[src/rtl/cgra_io_streamer.sv]
// CGRA user-I/O stream engine: buffers host words, issues a start pulse, streams
// a fixed-length run onto the CGRA inputs and captures valid-qualified outputs.

module cgra_io_streamer_fifo #(
  parameter int W     = 16,
  parameter int DEPTH = 8
) (
  input  logic         clk_i,
  input  logic         rst_i,
  input  logic         push_i,
  input  logic [W-1:0] push_data_i,
  input  logic         pop_i,
  output logic [W-1:0] head_o,
  output logic         full_o,
  output logic         empty_o
);
  localparam int AW = (DEPTH > 1) ? $clog2(DEPTH) : 1;

  logic [W-1:0]  mem_q [DEPTH];
  logic [AW-1:0] wr_ptr_q;
  logic [AW-1:0] rd_ptr_q;
  logic [AW:0]   count_q;
  logic          push_acc;
  logic          pop_acc;

  assign full_o   = (count_q == (AW+1)'(DEPTH));
  assign empty_o  = (count_q == '0);
  assign pop_acc  = pop_i && !empty_o;
  // A push into a full FIFO is still taken when the head leaves in the same cycle.
  assign push_acc = push_i && (!full_o || pop_acc);
  assign head_o   = mem_q[rd_ptr_q];

  always_ff @(posedge clk_i) begin
    if (push_acc) begin
      mem_q[wr_ptr_q] <= push_data_i;
    end
  end

  always_ff @(posedge clk_i or posedge rst_i) begin
    if (rst_i) begin
      wr_ptr_q <= '0;
      rd_ptr_q <= '0;
      count_q  <= '0;
    end else begin
      if (push_acc) begin
        wr_ptr_q <= wr_ptr_q + AW'(1);
      end
      if (pop_acc) begin
        rd_ptr_q <= rd_ptr_q + AW'(1);
      end
      case ({push_acc, pop_acc})
        2'b10:   count_q <= count_q + (AW+1)'(1);
        2'b01:   count_q <= count_q - (AW+1)'(1);
        default: ;
      endcase
    end
  end
endmodule

module cgra_io_streamer #(
  parameter int DATA_W       = 16,
  parameter int NUM_CH       = 1,
  parameter int FIFO_DEPTH   = 8,
  parameter int LEN_W        = 16,
  parameter int DRAIN_CYCLES = 64
) (
  input  logic                     io_clock,
  input  logic                     io_reset,
  input  logic                     start,
  input  logic [LEN_W-1:0]         num_words,
  input  logic                     src_valid,
  input  logic [NUM_CH*DATA_W-1:0] src_data,
  output logic                     src_ready,
  output logic [NUM_CH*DATA_W-1:0] glb2io_data,
  output logic                     glb2io_start,
  input  logic [NUM_CH*DATA_W-1:0] io2glb_data,
  input  logic [NUM_CH-1:0]        io2glb_valid,
  output logic                     snk_valid,
  output logic [NUM_CH*DATA_W-1:0] snk_data,
  output logic [NUM_CH-1:0]        snk_valid_mask,
  input  logic                     snk_ready,
  output logic                     busy,
  output logic                     done,
  output logic                     underrun,
  output logic                     overflow,
  output logic [LEN_W-1:0]         out_count
);
  localparam int WW = NUM_CH * DATA_W;
  localparam int DW = (DRAIN_CYCLES > 1) ? $clog2(DRAIN_CYCLES) : 1;

  typedef enum logic [2:0] {S_IDLE, S_START, S_STREAM, S_DRAIN, S_DONE} state_t;

  state_t            state_q;
  logic [LEN_W-1:0]  remaining_q;
  logic [DW-1:0]     drain_cnt_q;
  logic [WW-1:0]     glb2io_data_q;
  logic              glb2io_start_q;
  logic              done_q;
  logic              underrun_q;
  logic              overflow_q;
  logic [LEN_W-1:0]  out_count_q;

  logic              in_full;
  logic              in_empty;
  logic [WW-1:0]     in_head;
  logic              out_full;
  logic              out_empty;
  logic [WW+NUM_CH-1:0] out_head;
  logic              issue_word;
  logic              capture_try;
  logic              snk_pop;

  // remaining counts words not yet issued, so each STREAM cycle shows one word.
  assign issue_word  = ((state_q == S_START) || (state_q == S_STREAM)) && (remaining_q != '0);
  assign capture_try = ((state_q == S_STREAM) || (state_q == S_DRAIN)) && (|io2glb_valid);
  assign snk_pop     = snk_ready && !out_empty;

  cgra_io_streamer_fifo #(
    .W     (WW),
    .DEPTH (FIFO_DEPTH)
  ) u_in_fifo (
    .clk_i       (io_clock),
    .rst_i       (io_reset),
    .push_i      (src_valid),
    .push_data_i (src_data),
    .pop_i       (issue_word),
    .head_o      (in_head),
    .full_o      (in_full),
    .empty_o     (in_empty)
  );

  cgra_io_streamer_fifo #(
    .W     (WW + NUM_CH),
    .DEPTH (FIFO_DEPTH)
  ) u_out_fifo (
    .clk_i       (io_clock),
    .rst_i       (io_reset),
    .push_i      (capture_try),
    .push_data_i ({io2glb_data, io2glb_valid}),
    .pop_i       (snk_pop),
    .head_o      (out_head),
    .full_o      (out_full),
    .empty_o     (out_empty)
  );

  always_ff @(posedge io_clock or posedge io_reset) begin
    if (io_reset) begin
      state_q        <= S_IDLE;
      remaining_q    <= '0;
      drain_cnt_q    <= '0;
      glb2io_data_q  <= '0;
      glb2io_start_q <= 1'b0;
      done_q         <= 1'b0;
      underrun_q     <= 1'b0;
      overflow_q     <= 1'b0;
      out_count_q    <= '0;
    end else begin
      glb2io_start_q <= 1'b0;
      done_q         <= 1'b0;
      glb2io_data_q  <= '0;

      // The stream is time-based: an empty FIFO still consumes a slot.
      if (issue_word) begin
        glb2io_data_q <= in_empty ? '0 : in_head;
        remaining_q   <= remaining_q - LEN_W'(1);
        if (in_empty) begin
          underrun_q <= 1'b1;
        end
      end

      if (capture_try) begin
        if (out_count_q != '1) begin
          out_count_q <= out_count_q + LEN_W'(1);
        end
        if (out_full && !snk_pop) begin
          overflow_q <= 1'b1;
        end
      end

      case (state_q)
        S_IDLE: begin
          if (start) begin
            remaining_q    <= num_words;
            underrun_q     <= 1'b0;
            overflow_q     <= 1'b0;
            out_count_q    <= '0;
            glb2io_start_q <= 1'b1;
            state_q        <= S_START;
          end
        end
        S_START, S_STREAM: begin
          if (remaining_q == '0) begin
            drain_cnt_q <= DW'(DRAIN_CYCLES - 1);
            state_q     <= S_DRAIN;
          end else begin
            state_q <= S_STREAM;
          end
        end
        S_DRAIN: begin
          if (drain_cnt_q == '0) begin
            done_q  <= 1'b1;
            state_q <= S_DONE;
          end else begin
            drain_cnt_q <= drain_cnt_q - DW'(1);
          end
        end
        S_DONE: begin
          state_q <= S_IDLE;
        end
        default: begin
          state_q <= S_IDLE;
        end
      endcase
    end
  end

  assign src_ready      = !in_full;
  assign glb2io_data    = glb2io_data_q;
  assign glb2io_start   = glb2io_start_q;
  assign snk_valid      = !out_empty;
  assign snk_data       = out_empty ? '0 : out_head[WW+NUM_CH-1:NUM_CH];
  assign snk_valid_mask = out_empty ? '0 : out_head[NUM_CH-1:0];
  assign busy           = (state_q != S_IDLE);
  assign done           = done_q;
  assign underrun       = underrun_q;
  assign overflow       = overflow_q;
  assign out_count      = out_count_q;
endmodule

[config.mk]
export PLATFORM = sky130hd
export DESIGN_NAME = cgra_io_streamer
export DESIGN_NICKNAME = d
export VERILOG_FILES = /design/src/rtl/cgra_io_streamer.sv
export SDC_FILE = /design/constraint.sdc
export NUM_CORES = 1
export LEC_CHECK = 0
export CORE_ASPECT_RATIO = 0.9
export CORE_MARGIN = 4
export CORE_UTILIZATION = 55
export CTS_CLUSTER_DIAMETER = 50
export DETAILED_ROUTE_END_ITERATION = 8
export PLACE_DENSITY = 0.76
export RECOVER_POWER = 25
export SYNTH_ARGS = -nofsm -noshare
export SYNTH_HDL_FRONTEND = slang
export SYNTH_SLANG_ARGS = --single-unit
[constraint.sdc]
create_clock -name io_clock -period 8.7 [get_ports io_clock]
set_input_delay 2.175 -clock io_clock [delete_from_list [all_inputs] [get_ports io_clock]]
set_output_delay 2.175 -clock io_clock [all_outputs]
set_load 0.02 [all_outputs]
Yosys cells after proc, flatten, opt, wreduce, memory -nomap -nowiden
Memory sizes are Yosys's and may differ from the RTL's.
Cells that the tools add are included.
{"block": "word_totals", "register_bits": 81, "ramBits": 264, "in_bits": 54, "wordCells": 108, "memories": 2}
{"block": "op_classes", "add_sub_neg": 11, "n_eq_ne": 14, "n_mux": 36, "n_reduce_logical": 30}
{"name": "u_out_fifo.mem_q", "words": 8, "width": 17, "rd": 1, "rd_clocked_by_memory_dff": 0, "wr": 1, "line_no": "19", "source": "logic [W-1:0] mem_q [DEPTH];"}
{"name": "u_in_fifo.mem_q", "words": 8, "width": 16, "rd": 1, "rd_clocked_by_memory_dff": 0, "wr": 1, "line_no": "19"}
{"op": "16-bit two-way mux", "count": 10}
{"op": "1-bit two-way mux", "count": 18}
{"op": "16-bit by 1-bit adder with 16-bit output (second input constant)", "count": 1}
{"op": "16-bit logical NOT", "count": 1}
{"op": "16-bit inequality test (second input constant)", "count": 1}
{"op": "4-bit case mux with 2 select lines", "count": 2}
{"op": "16-bit nonzero test", "count": 1}
{"op": "16-bit by 1-bit subtractor with 16-bit output (second input constant)", "count": 1}
{"op": "3-bit by 1-bit adder with 3-bit output (second input constant)", "count": 4}
{"op": "6-bit two-way mux", "count": 2}
{"op": "6-bit case mux with 2 select lines", "count": 1}
{"op": "3-bit case mux with 3 select lines", "count": 1}
{"op": "4-bit by 1-bit adder with 4-bit output (second input constant)", "count": 2}
{"op": "4-bit equality test (second input constant)", "count": 2}
{"op": "1-bit logical AND", "count": 8}
{"op": "4-bit logical NOT", "count": 2}
{"op": "4-bit by 1-bit subtractor with 4-bit output (second input constant)", "count": 2}
{"op": "3-bit by 2-bit equality test with 1-bit output (second input constant)", "count": 2}
{"op": "6-bit logical NOT", "count": 1}
{"op": "3-bit two-way mux", "count": 2}
{"op": "2-bit inequality test (second input constant)", "count": 3}
{"op": "2-bit nonzero test", "count": 3}
{"op": "6-bit by 1-bit subtractor with 6-bit output (second input constant)", "count": 1}
{"op": "1-bit logical NOT", "count": 5}
{"op": "other kinds (10)", "count": 15}

Depth between registers and ports, before layout
Gate-level depths: netlist of run 1.
{"block": "logic_depth", "depth_word": 9, "depth_mapped": 16, "ltp_nobuf": 14}

Hierarchy
From an unflattened synthesis of run 1, not the netlist that was laid out.
{"block": "unflattened", "cells_unflattened": 854, "area_unflattened_um2": 14520.2}
{"module": "cgra_io_streamer_fifo (u_out_fifo)", "instances": 1, "cells_per_inst": 269, "area_each_um2": 5890.6, "seq_area_each_um2": 4334.2}
{"module": "cgra_io_streamer_fifo (u_in_fifo)", "instances": 1, "cells_per_inst": 258, "area_each_um2": 5534.1, "seq_area_each_um2": 4093.9}
{"module": "cgra_io_streamer", "instances": 1, "cells_per_inst": 327, "area_each_um2": 3095.5, "seq_area_each_um2": 1526.5}

Least setup slack after synthesis of run 1
No wires, ideal clock.
{"block": "synth_path", "path_type": "input to register", "start": "in snk_ready", "end": "mem u_out_fifo.mem_q[1][0] (netlist name) (enable)", "setup_time_ns": 0.412, "t_arrival_ns": 4.006, "slack_ns": 4.281, "path_stages": 5, "n_path_buf": 0, "cell_sequence": "nand2b_1 -> nor4_1 -> nor2_1 -> nand2_1 -> nor3_1"}
{"block": "synth_via", "elab_chain_len": 6}
{"item": "start, declared", "line_no": "81", "source": "input logic snk_ready,"}
{"item": "1-bit logical AND", "line_no": "116", "source": "assign snk_pop = snk_ready && !out_empty;"}
{"item": "1-bit logical AND", "line_no": "28", "source": "assign pop_acc = pop_i && !empty_o;"}
{"item": "1-bit logical OR", "line_no": "30", "source": "assign push_acc = push_i && (!full_o || pop_acc);"}
{"item": "1-bit logical AND", "line_no": "30"}
{"item": "1-bit two-way mux", "line_no": "34", "source": "if (push_acc) begin"}
{"item": "1-bit two-way mux (not written as such)", "line_no": "35", "source": "mem_q[wr_ptr_q] <= push_data_i;"}
{"item": "end, declared", "line_no": "19"}
No other way between the ends.

Worst setup path after layout of run 1
{"block": "layout_path", "start": "reg u_out_fifo.rd_ptr_q[0]", "end": "out snk_data[4]"}
{"block": "layout_via", "elab_chain_len": 2}
{"item": "start, declared", "line_no": "21", "source": "logic [AW-1:0] rd_ptr_q;"}
{"item": "start signal, assigned", "line_no": "49", "source": "rd_ptr_q <= rd_ptr_q + AW'(1);"}
{"item": "memory read 8 x 17 bit"}
{"item": "16-bit two-way mux", "line_no": "221", "source": "assign snk_data = out_empty ? '0 : out_head[WW+NUM_CH-1:NUM_CH];"}
{"item": "end, declared", "line_no": "79", "source": "output logic [NUM_CH*DATA_W-1:0] snk_data,"}
No other way between the ends.

==> metrics.md, run 1 <==
| Metric | Value |
|---|---|
| Setup Viol. Count Final | `0` |
| Worst setup path category | `flip-flop to primary output` |
| Fmax | `193 MHz` |
| Post-Syn Area per Cell | `between 15 and 20 um2` |
| Clk_skew | `0.00816 ns` |
| Drt first pass iters | `5` |
| Vias | `7659` |
| Lkg Pwr | `0.00590 uW` |
| Number of vias per cell | `5.78` |
| Hold_sp | `u_in_fifo.count_q[3]` |
| Post-Route Setup TNS | `0 ns` |
| Synth Flop Type | `edfxtp_1` |
| Post-synth EDFFs | `264` |
| Clock Sinks | `345` |
| CP required | `6.53 ns` |
| Area leader, netlist | `edfxtp_1` |
| VDD IR max | `0.000183 V` |
| CTS tree | `built` |
| Sequential power share | `42.9%` |
| Die Ht | `160 um` |
| Top cells by area, synth | `edfxtp_1 56%, dfrtp_1 14%, mux4_2 11%` |
| Routability Congestion | `0.826` |
| Die area | `between 20000 and 30000 um2` |
| Initial cell density of the core | `55.9%` |
| Die X | `176 um` |
| Commonest cells post-synth | `264 x edfxtp_1, 81 x dfrtp_1, 69 x nor2_1, 66 x mux4_2` |
| Critical path fanouts, max | `26` |
| Number of global-route vias before repair | `7758` |
| Min Tclk post-route | `5.19 ns` |
| Hpwl dp | `17000 um` |
| Post-synthesis sequential area ratio | `70.9%` |
| Area after DPL | `about 16000 um2` |
| Synth Warn # | `0` |
| Detailed router's first-iteration violation count | `~620` |
| Hold buffer count at cts | `0` |
| Cts bufs inserted | `36` |
| Crit. End Element | `primary output` |
| Outcome | `finished clean` |
| Combinational Power Share | `between 20 and 30%` |
| Post-synth net total | `886` |
| Worst-margin pin slew | `~1.1 ns` |
| GR Util All Layers | `approximately a fifth` |
| Global-route wire length before repair | `44500 um` |
| Worst Setup Start Kind | `flip-flop` |
| Initial antenna violation count | `4` |
| Clock Tree Root | `clkbuf_16` |
| Top-count cell post-synth | `edfxtp_1` |
| Switching share of total power | `29.9%` |
| Max Slew Vio Count | `0` |
| Setup bufs post-CTS | `0` |
| GR Overflow Total | `0` |
| Drc violations | `0` |
| Clock H-tree levels | `2` |
| Crit path DAT | `about 3.0 ns` |
| Post-synth top area share | `56.5%` |
| PD cells | `318 nW/um2` |
| WL final | `between 20000 and 30000 um` |
| Final hold vios | `0` |
| Clock Pin Slew Worst Setup and Hold Paths | `about 0.06 ns` |
| ANT nets after route | `0` |
| Worst Hold Class | `flip-flop to flip-flop` |
| Post-cts gate resize count | `0` |
| Launch point of the worst path | `u_out_fifo.rd_ptr_q[0]` |
| Asr flop ratio synth | `between 20% and 30%` |
| Worst-skew pair later-pin latency | `0.51 ns` |
| Netlist cell types | `61` |
| Internal | `3750 uW` |
| Post-layout nets | `1022` |
| Clk pwr share | `approximately 28%` |
| Largest net degree at the start of global routing | `62` |
| Seq cells post-synth | `345` |
| Mapped cell area | `14000 um2` |
| PortBufs | `109` |
| Worst R2R Start | `remaining_q[0]` |
| Layout cells sized above 1 | `between 10% and 20%` |
| FILL cells | `1661` |
| I/O pin count | `110` |
| DR WL/cell | `21.5 um` |
| CORE AREA | `25100 um2` |
| Rows | `55` |
| Sw Pwr | `1600 uW` |
| RSZ-0062 raised after global routing | `no` |
| Max Cap Viol | `0` |
| Synth-to-layout area growth | `19.8%` |
| Rel. slew slack | `26.1%` |
| Design area | `16800 um2` |
| Synthesized netlist cell count | `between 800 and 900` |
| Clk buf depth | `3` |
| Post-route clock period utilization | `59.7%` |
==> metal layers <==
layer	track usage, %	part of all wire, %	up-vias
met4	4.32	1.7	6
met2	34.9	52	211
li1	-	-	3481
met5	0	0.095	-
met3	4.01	5.5	49
met1	27.7	41	3912
==> cell usage in the layout (no fill, tap or decap), types with 15 or more instances in the layout <==
cell type / instances
o21ai_0: 18
nand3_1: 21
nor2_1: 70
mux2i_1: 36
nor3_1: 15
edfxtp_1: 264
mux4_2: 66
nand2_1: 37
dfrtp_1: 78
clkbuf_16: 36
buf_4: 22
dlygate4sd3_1: 20
clkdlybuf4s50_1: 89
xor2_1: 20
==> layout make-up <==
type	count	area, um2	share of cell area, %
inverter	14	53.8	0.320
clock buffer	46	988	5.88
tap	342	428	2.55
clock inverter	19	210	1.25
antenna	1	2.50	0.0149
sequential	345	9960	59.2
timing repair buffer	131	1260	7.47
multi-input combinational	426	3920	23.3
==> through the flow <==
stage | power (uW) | hold slack (ns) | std cells | utilization [%] | worst slack [ns]
floorplan | 3280 | 0.464 | 818 | - | 4.28
global placement | 3840 | 0.487 | 1258 | 62.2 | 4.06
detailed placement | 3880 | 0.495 | 1258 | 62.2 | 3.95
CTS | 5420 | 0.508 | 1323 | 67.0 | 3.43
global route | 5620 | 0.527 | 1324 | 66.9 | 3.30
finish | 5350 | 0.507 | 1324 | 66.9 | 3.51
==> final timing paths <==
path	cells past startpoint	slack [ns]	to
max in group asynchronous	3	5.04	u_in_fifo.rd_ptr_q[0]
setup / recovery	5	3.51	snk_data[4]
hold / removal	1	0.51	u_in_fifo.count_q[3]
hold reg to reg	1	0.51	u_in_fifo.count_q[3]
setup reg to reg	14	4.69	u_in_fifo.count_q[2]
min in group asynchronous	2	2.31	u_in_fifo.wr_ptr_q[1]
==> kinds of logic after synthesis <==
family | after synthesis | synth area share [%]
XOR/XNOR | 33 | 2.06
flip-flops | 345 | 70.9
buffers and inverters | 47 | 1.36
AND/OR/NAND/NOR | 210 | 7.84
adder cells (fa/ha/maj) | 14 | 1.30
AO/OA/AOI/OAI | 60 | 2.79
multiplexers | 109 | 13.7
==> power by group through the flow <==
stage          Sequential [uW]  Combinational [uW]  Clock (uW)
2_1_floorplan             2260                1020           0
3_3_place_gp              2310                1530           0
3_5_place_dp              2330                1560           0
4_1_cts                   2300                1570        1550
5_1_grt                   2330                1670        1620
6_report                  2300                1540        1520
==> critical path: stages (launching register included) <==
cell	delay, ns
dfrtp_2	0.58
buf_4	0.50
mux4_2	0.59
mux2i_1	0.21
nor2_1	0.06
clkdlybuf4s50_1	0.54
==> flip-flops by register name, indices dropped and copies added, names as in the netlist, 3 cells and up <==
register	cells
glb2io_data	16
remaining_q	16
u_out_fifo.mem_q	136
u_in_fifo.count_q	4
state_q	3
u_in_fifo.rd_ptr_q	3
u_out_fifo.wr_ptr_q	3
u_in_fifo.mem_q	128
out_count	16
u_out_fifo.rd_ptr_q	3
u_out_fifo.count_q	4
u_in_fifo.wr_ptr_q	3
drain_cnt_q	6
No activity file was read; power rests on OpenSTA's default activity.
==> inputs of run 2 (changes only) <==
Clock period 8.7 ns to 4.8 ns, I/O delays scaled along.
==> metrics.md, run 2 (synthesis gave the netlist of run 1 again) <==
| Metric | Value |
|---|---|
| Lkg Pwr | `0.00595 uW (+0.83%)` |
| Rel. slew slack | `27.0% (+0.88 points)` |
| Detailed router's first-iteration violation count | `673 (+9.3%)` |
| Clk pwr share | `28.8% (+0.4 points)` |
| Number of global-route vias before repair | `7857 (+1.3%)` |
| Clock H-tree levels | `2 (unchanged)` |
| Clock Tree Root | `clkbuf_16` |
| Critical path fanouts, max | `21 (-19%)` |
| Layout cells sized above 1 | `17.8% (+0.20 points)` |
| Clk buf depth | `3 (unchanged)` |
| Synth-to-layout area growth | `20.4%` |
| PortBufs | `109 (unchanged)` |
| Crit path DAT | `2.88 ns (-0.14 ns)` |
| Post-route clock period utilization | `85.0%` |
| Power Total | `9750 uW (+82%)` |
| Largest net degree at the start of global routing | `53 (-15%)` |
| DR WL/cell | `20.7 um (-3.7%)` |
| Min Tclk post-route | `4.08 ns` |
| Pre-CTS setup slack | `1.21 ns (-2.74 ns)` |
| Hpwl dp | `16700 um (-1.8%)` |
| Cts bufs inserted | `37 (+2.8%)` |
| Die area | `28100 um2 (unchanged)` |
| Number of vias per cell | `5.77 (-0.27%)` |
| Most common cell after layout, fill and taps aside | `edfxtp_1` |
| Largest registers | `u_out_fifo.mem_q x136, u_in_fifo.mem_q x128` |
| Max reg flops | `136 (unchanged)` |
| Drt first pass iters | `5 (unchanged)` |
| Max Cap Viol | `0 (unchanged)` |
| Hold buffer count at cts | `0 (unchanged)` |
| Most frequent cells in the layout | `264 x edfxtp_1, 85 x clkdlybuf4s50_1, 79 x dfrtp_1, 69 x nor2_1, 66 x mux4_2` |
| Worst Hold Class | `flip-flop to flip-flop` |
| Largest Register | `u_out_fifo.mem_q` |
| Switching share of total power | `29.6% (-0.37 points)` |
| Final worst setup slack | `0.722 ns (-2.79 ns)` |
| Rows | `55 (unchanged)` |
| Launch point of the worst path | `u_out_fifo.rd_ptr_q[0]` |
| Initial antenna violation count | `5 (+1)` |
| Final hold vios | `0 (unchanged)` |
| Internal | `6870 uW (+83%)` |
| Vias | `7673 (+0.18%)` |
| Max Slew Vio Count | `0 (unchanged)` |
| ANT nets after route | `0 (unchanged)` |
| Worst Setup Start Kind | `flip-flop` |
| CP required | `3.60 ns (-2.93 ns)` |
| GR Util All Layers | `19.6% (-0.78 points)` |
| Outcome | `finished clean` |
| Combinational Power Share | `28.7% (about the same)` |
| Post-layout nets | `1028 (+0.59%)` |
| Drc violations | `0 (unchanged)` |
| Clock Sinks | `345 (unchanged)` |
| Setup Viol. Count Final | `0 (unchanged)` |
| Global-route wire length before repair | `43600 um (-2.1%)` |
| RSZ-0062 raised after global routing | `no` |
| Hold_sp | `u_in_fifo.count_q[3]` |
| Die Ht | `160 um (unchanged)` |
| Sw Pwr | `2880 uW (+80%)` |
| Utilization after layout | `67.3% (+0.33 points)` |
| Worst setup path category | `flip-flop to primary output` |
| GR Overflow Total | `0 (unchanged)` |
| Die X | `176 um (unchanged)` |
| Routability Congestion | `0.845 (+2.3%)` |
| Crit. End Element | `primary output` |
| Worst-skew pair later-pin latency | `0.51 ns (about the same)` |
| Clk_skew | `0.0213 ns (+0.0132 ns)` |
| Fmax | `245 MHz` |
| WL final | `27500 um (-3.2%)` |
| Setup bufs post-CTS | `0 (unchanged)` |
| CORE AREA | `25100 um2 (unchanged)` |
| Worst-margin pin slew | `1.10 ns (-0.0132 ns)` |
| Sequential power share | `42.5% (-0.4 points)` |
| Clock Pin Slew Worst Setup and Hold Paths | `0.06 ns (about the same)` |
| I/O pin count | `110 (unchanged)` |
| Initial cell density of the core | `55.9% (unchanged)` |
| VDD IR max | `0.000348 V (+90%)` |
| PD cells | `577 nW/um2 (+81%)` |
| CTS tree | `built` |
| Worst R2R Start | `remaining_q[0]` |
| Post-cts gate resize count | `0 (unchanged)` |
| Post-Route Setup TNS | `0 ns (unchanged)` |
run 2: cell types whose count changed in the layout (fill, tap and decap cells not counted), sizes merged:
cell	previous run	this run
clkbuf	46	49
clkinvlp	5	2
buf	22	27
inv	17	16
dlygate4sd3	20	24
clkdlybuf4s50	89	85
clkinv	8	10
run 2: critical path: stages, from the launching register on:
cell and delay, ns:
dfrtp_2 0.71, buf_12 0.28, mux4_2 0.53, mux2i_1 0.21, nor2_1 0.07, clkdlybuf4s50_1 0.55
run 2: area by class of cell:
class,count,area (um2)
clock buffers,49,1030
diodes,1,2.50
flip-flops and latches,345,9960
inverters,14,53.8
multi-input cells,426,3930
fillers,1654,8220
well taps,342,428
repair buffers,136,1310
clock inverters,17,190
run 2: path summary, 6_finish.rpt:
| check | end | slack, ns | cells past startpoint |
|---|---|---|---|
| max reg2reg | u_in_fifo.count_q[2] | 1.41 | 14 |
| min | u_in_fifo.count_q[3] | 0.49 | 1 |
| max | snk_data[9] | 0.72 | 5 |
| min reg2reg | u_in_fifo.count_q[3] | 0.49 | 1 |
| max in group asynchronous | u_out_fifo.rd_ptr_q[0] | 2.82 | 3 |
| min in group asynchronous | u_in_fifo.wr_ptr_q[2] | 1.17 | 2 |
run 2: layer usage:
layer	wire length (um)	GRT usage, %
met4	607	5.06
met2	13900	32.6
met5	47	0
met1	11700	27.4
met3	1280	3.49
run 2: stage by stage:
stage	hold slack [ns]	instance area, um2	instances
4_1_cts	0.496	16900	1329
6_report	0.489	16900	1330
3_3_place_gp	0.480	15700	1263
5_1_grt	0.521	16900	1330
2_1_floorplan	0.464	14000	818
3_5_place_dp	0.482	15700	1263
run 2: power groups by stage:
stage | Sequential [uW] | Clock [uW] | Combinational [uW]
finish | 4150 | 2810 | 2800
global route | 4200 | 3000 | 3040
CTS | 4150 | 2870 | 2850
detailed placement | 4200 | 0 | 2830
global placement | 4190 | 0 | 2780
floorplan | 4100 | 0 | 1850
==> inputs of run 3 (changes only) <==
Settings changed: CORE_UTILIZATION 55 to 52, PLACE_DENSITY 0.76 to 0.75.
Clock period 4.8 ns to 3.72 ns, I/O delays scaled along.
==> metrics.md, run 3 (synthesis gave the netlist of run 1 again) <==
| Metric | Value |
|---|---|
| Crit. End Element | `primary output` |
| Worst Hold Class | `flip-flop to flip-flop` |
| Initial cell density of the core | `53.3% (-2.6 points)` |
| Rel. slew slack | `7.43% (-20 points)` |
| Clock Pin Slew Worst Setup and Hold Paths | `0.06 ns (about the same)` |
| Final hold vios | `0 (unchanged)` |
| GR Overflow Total | `0 (unchanged)` |
| Die Ht | `164 um (+2.7%)` |
| Drc violations | `0 (unchanged)` |
| GR Util All Layers | `19.1% (-0.47 points)` |
| Outcome | `finished clean` |
| Sequential power share | `43.2% (+0.7 points)` |
| Cts bufs inserted | `37 (unchanged)` |
| CTS tree | `built` |
| Vias | `7665 (-0.10%)` |
| WL final | `27700 um (+0.87%)` |
| Clk pwr share | `27.6% (-1.2 points)` |
| Clk buf depth | `3 (unchanged)` |
| I/O pin count | `110 (unchanged)` |
| Utilization after layout | `64.1% (-3.2 points)` |
| Max reg flops | `136 (unchanged)` |
| CORE AREA | `26300 um2 (+4.9%)` |
| Hold buffer count at cts | `0 (unchanged)` |
| Hold depth | `1 (unchanged)` |
| Min Tclk post-route | `around 3.5 ns` |
| ANT nets after route | `0 (unchanged)` |
| Max Cap Viol | `0 (unchanged)` |
| Number of vias per cell | `5.72 (-0.92%)` |
| Initial antenna violation count | `3 (-2)` |
| Combinational Power Share | `29.2% (+0.5 points)` |
| Worst setup path category | `flip-flop to primary output` |
| Crit path DAT | `2.61 ns (-0.27 ns)` |
| Largest net degree at the start of global routing | `40 (-25%)` |
| Setup bufs post-CTS | `0 (unchanged)` |
| Max Slew Vio Count | `0 (unchanged)` |
| Clock Tree Root | `clkbuf_16` |
| Hpwl dp | `16800 um (+0.67%)` |
| Largest registers | `u_out_fifo.mem_q x136, u_in_fifo.mem_q x128` |
| Die area | `29700 um2 (+5.5%)` |
| Clk_skew | `0.0177 ns (-0.00361 ns)` |
| Most common cell after layout, fill and taps aside | `edfxtp_1` |
| Drt first pass iters | `5 (unchanged)` |
| Internal | `8720 uW (+27%)` |
| PD cells | `737 nW/um2 (+28%)` |
| Clock H-tree levels | `2 (unchanged)` |
| Synth-to-layout area growth | `20.3% (about the same)` |
| Rows | `56 (+1.8%)` |
| Clock Sinks | `345 (unchanged)` |
| Worst Setup Start Kind | `flip-flop` |
| Power Total | `12400 uW (+27%)` |
| Die X | `181 um (+2.7%)` |
| Switching share of total power | `29.9% (+0.35 points)` |
| Global-route wire length before repair | `44400 um (+1.8%)` |
| Fmax | `282 MHz` |
| CP required | `2.79 ns (-0.81 ns)` |
| Sw Pwr | `3720 uW (+29%)` |
| Routability Congestion | `0.809 (-4.3%)` |
| Number of global-route vias before repair | `7798 (-0.75%)` |
| PortBufs | `109 (unchanged)` |
| Post-route clock period utilization | `95.2%` |
| Detailed router's first-iteration violation count | `545 (-19%)` |
| VDD IR max | `0.000419 V (+20%)` |
| Critical path fanouts, max | `14 (-33%)` |
| Largest Register | `u_out_fifo.mem_q` |
| Worst-margin pin slew | `1.38 ns (+0.286 ns)` |
| Number of instances in the placed design | `1273 (+0.79%)` |
| Lkg Pwr | `0.00594 uW (-0.11%)` |
| Post-Route Setup TNS | `0 ns (unchanged)` |
| Worst-skew pair later-pin latency | `0.51 ns (about the same)` |
| Post-cts gate resize count | `0 (unchanged)` |
| Layout cells sized above 1 | `18.2% (+0.33 points)` |
| Post-layout nets | `1032 (+0.39%)` |
| DR WL/cell | `20.7 um (about the same)` |
| Fin cells | `1341 (+0.83%)` |
| FILL cells | `1879 (+14%)` |
| Most frequent cells in the layout | `264 x edfxtp_1, 85 x clkdlybuf4s50_1, 78 x dfrtp_1, 69 x nor2_1, 66 x mux4_2` |
| RSZ-0062 raised after global routing | `no` |
| Worst reg-to-reg path cell count | `13 (-1)` |
| Setup Viol. Count Final | `0 (unchanged)` |
[run 3: cell types whose count changed in the layout (fill, tap and decap cells not counted), sizes merged]
cell    change
clkbuf      -1
bufinv      -1
clkinv      +2
buf         +4
diode       +1
[run 3: layer usage]
| layer | wire length (um) | GRT usage [%] | share of wire [%] | vias up |
|---|---|---|---|---|
| li1 | - | - | - | 3491 |
| met3 | 1380 | 3.41 | 5.0 | 49 |
| met1 | 12200 | 27.4 | 44 | 3944 |
| met4 | 566 | 5.46 | 2.0 | 2 |
| met5 | 7 | 0 | 0.025 | - |
| met2 | 13600 | 30.9 | 49 | 179 |
[run 3: metrics by stage]
step	area [um2]	hold slack, ns	setup slack, ns
finish	16900	0.497	0.178
global route	16900	0.527	0.0282
CTS	16900	0.498	0.0522
detailed placement	15700	0.489	0.566
global placement	15700	0.478	0.626
floorplan	14000	0.464	0.306
[run 3: final cells by class]
cell class / instances / area (um2) / share of cell area, %
diodes: 2 / 5.00 / 0.0296
clock buffers: 48 / 977 / 5.79
clock inverters: 18 / 165 / 0.978
repair buffers: 140 / 1360 / 8.06
well taps: 348 / 435 / 2.58
inverters: 14 / 53.8 / 0.319
multi-input cells: 426 / 3930 / 23.3
flip-flops and latches: 345 / 9960 / 59.0
[run 3: power groups by stage]
stage | sequential [uW] | clock, uW | combinational, uW
after floorplan | 5290 | 0 | 2380
after global placement | 5410 | 0 | 3620
after detailed placement | 5440 | 0 | 3660
after CTS | 5380 | 3500 | 3690
after global routing | 5450 | 3700 | 3930
final | 5380 | 3430 | 3630
[run 3: worst paths after layout]
path,from,endpoint,slack [ns]
worst max-delay path,u_out_fifo.rd_ptr_q[0],snk_data[4],0.18
min in group asynchronous,io_reset,u_out_fifo.rd_ptr_q[0],1.22
worst max register to register,remaining_q[0],u_in_fifo.count_q[2],0.57
worst min register to register,u_in_fifo.count_q[3],u_in_fifo.count_q[3],0.50
worst min-delay path,u_in_fifo.count_q[3],u_in_fifo.count_q[3],0.50
max in group asynchronous,io_reset,remaining_q[5],1.58
[run 3: worst max-delay path, cell delays in order, from the launching register on]
cell and delay [ns]:
dfrtp_2 0.54, buf_6 0.27, mux4_2 0.54, mux2i_1 0.14, nor2_1 0.05, clkdlybuf4s50_1 0.54
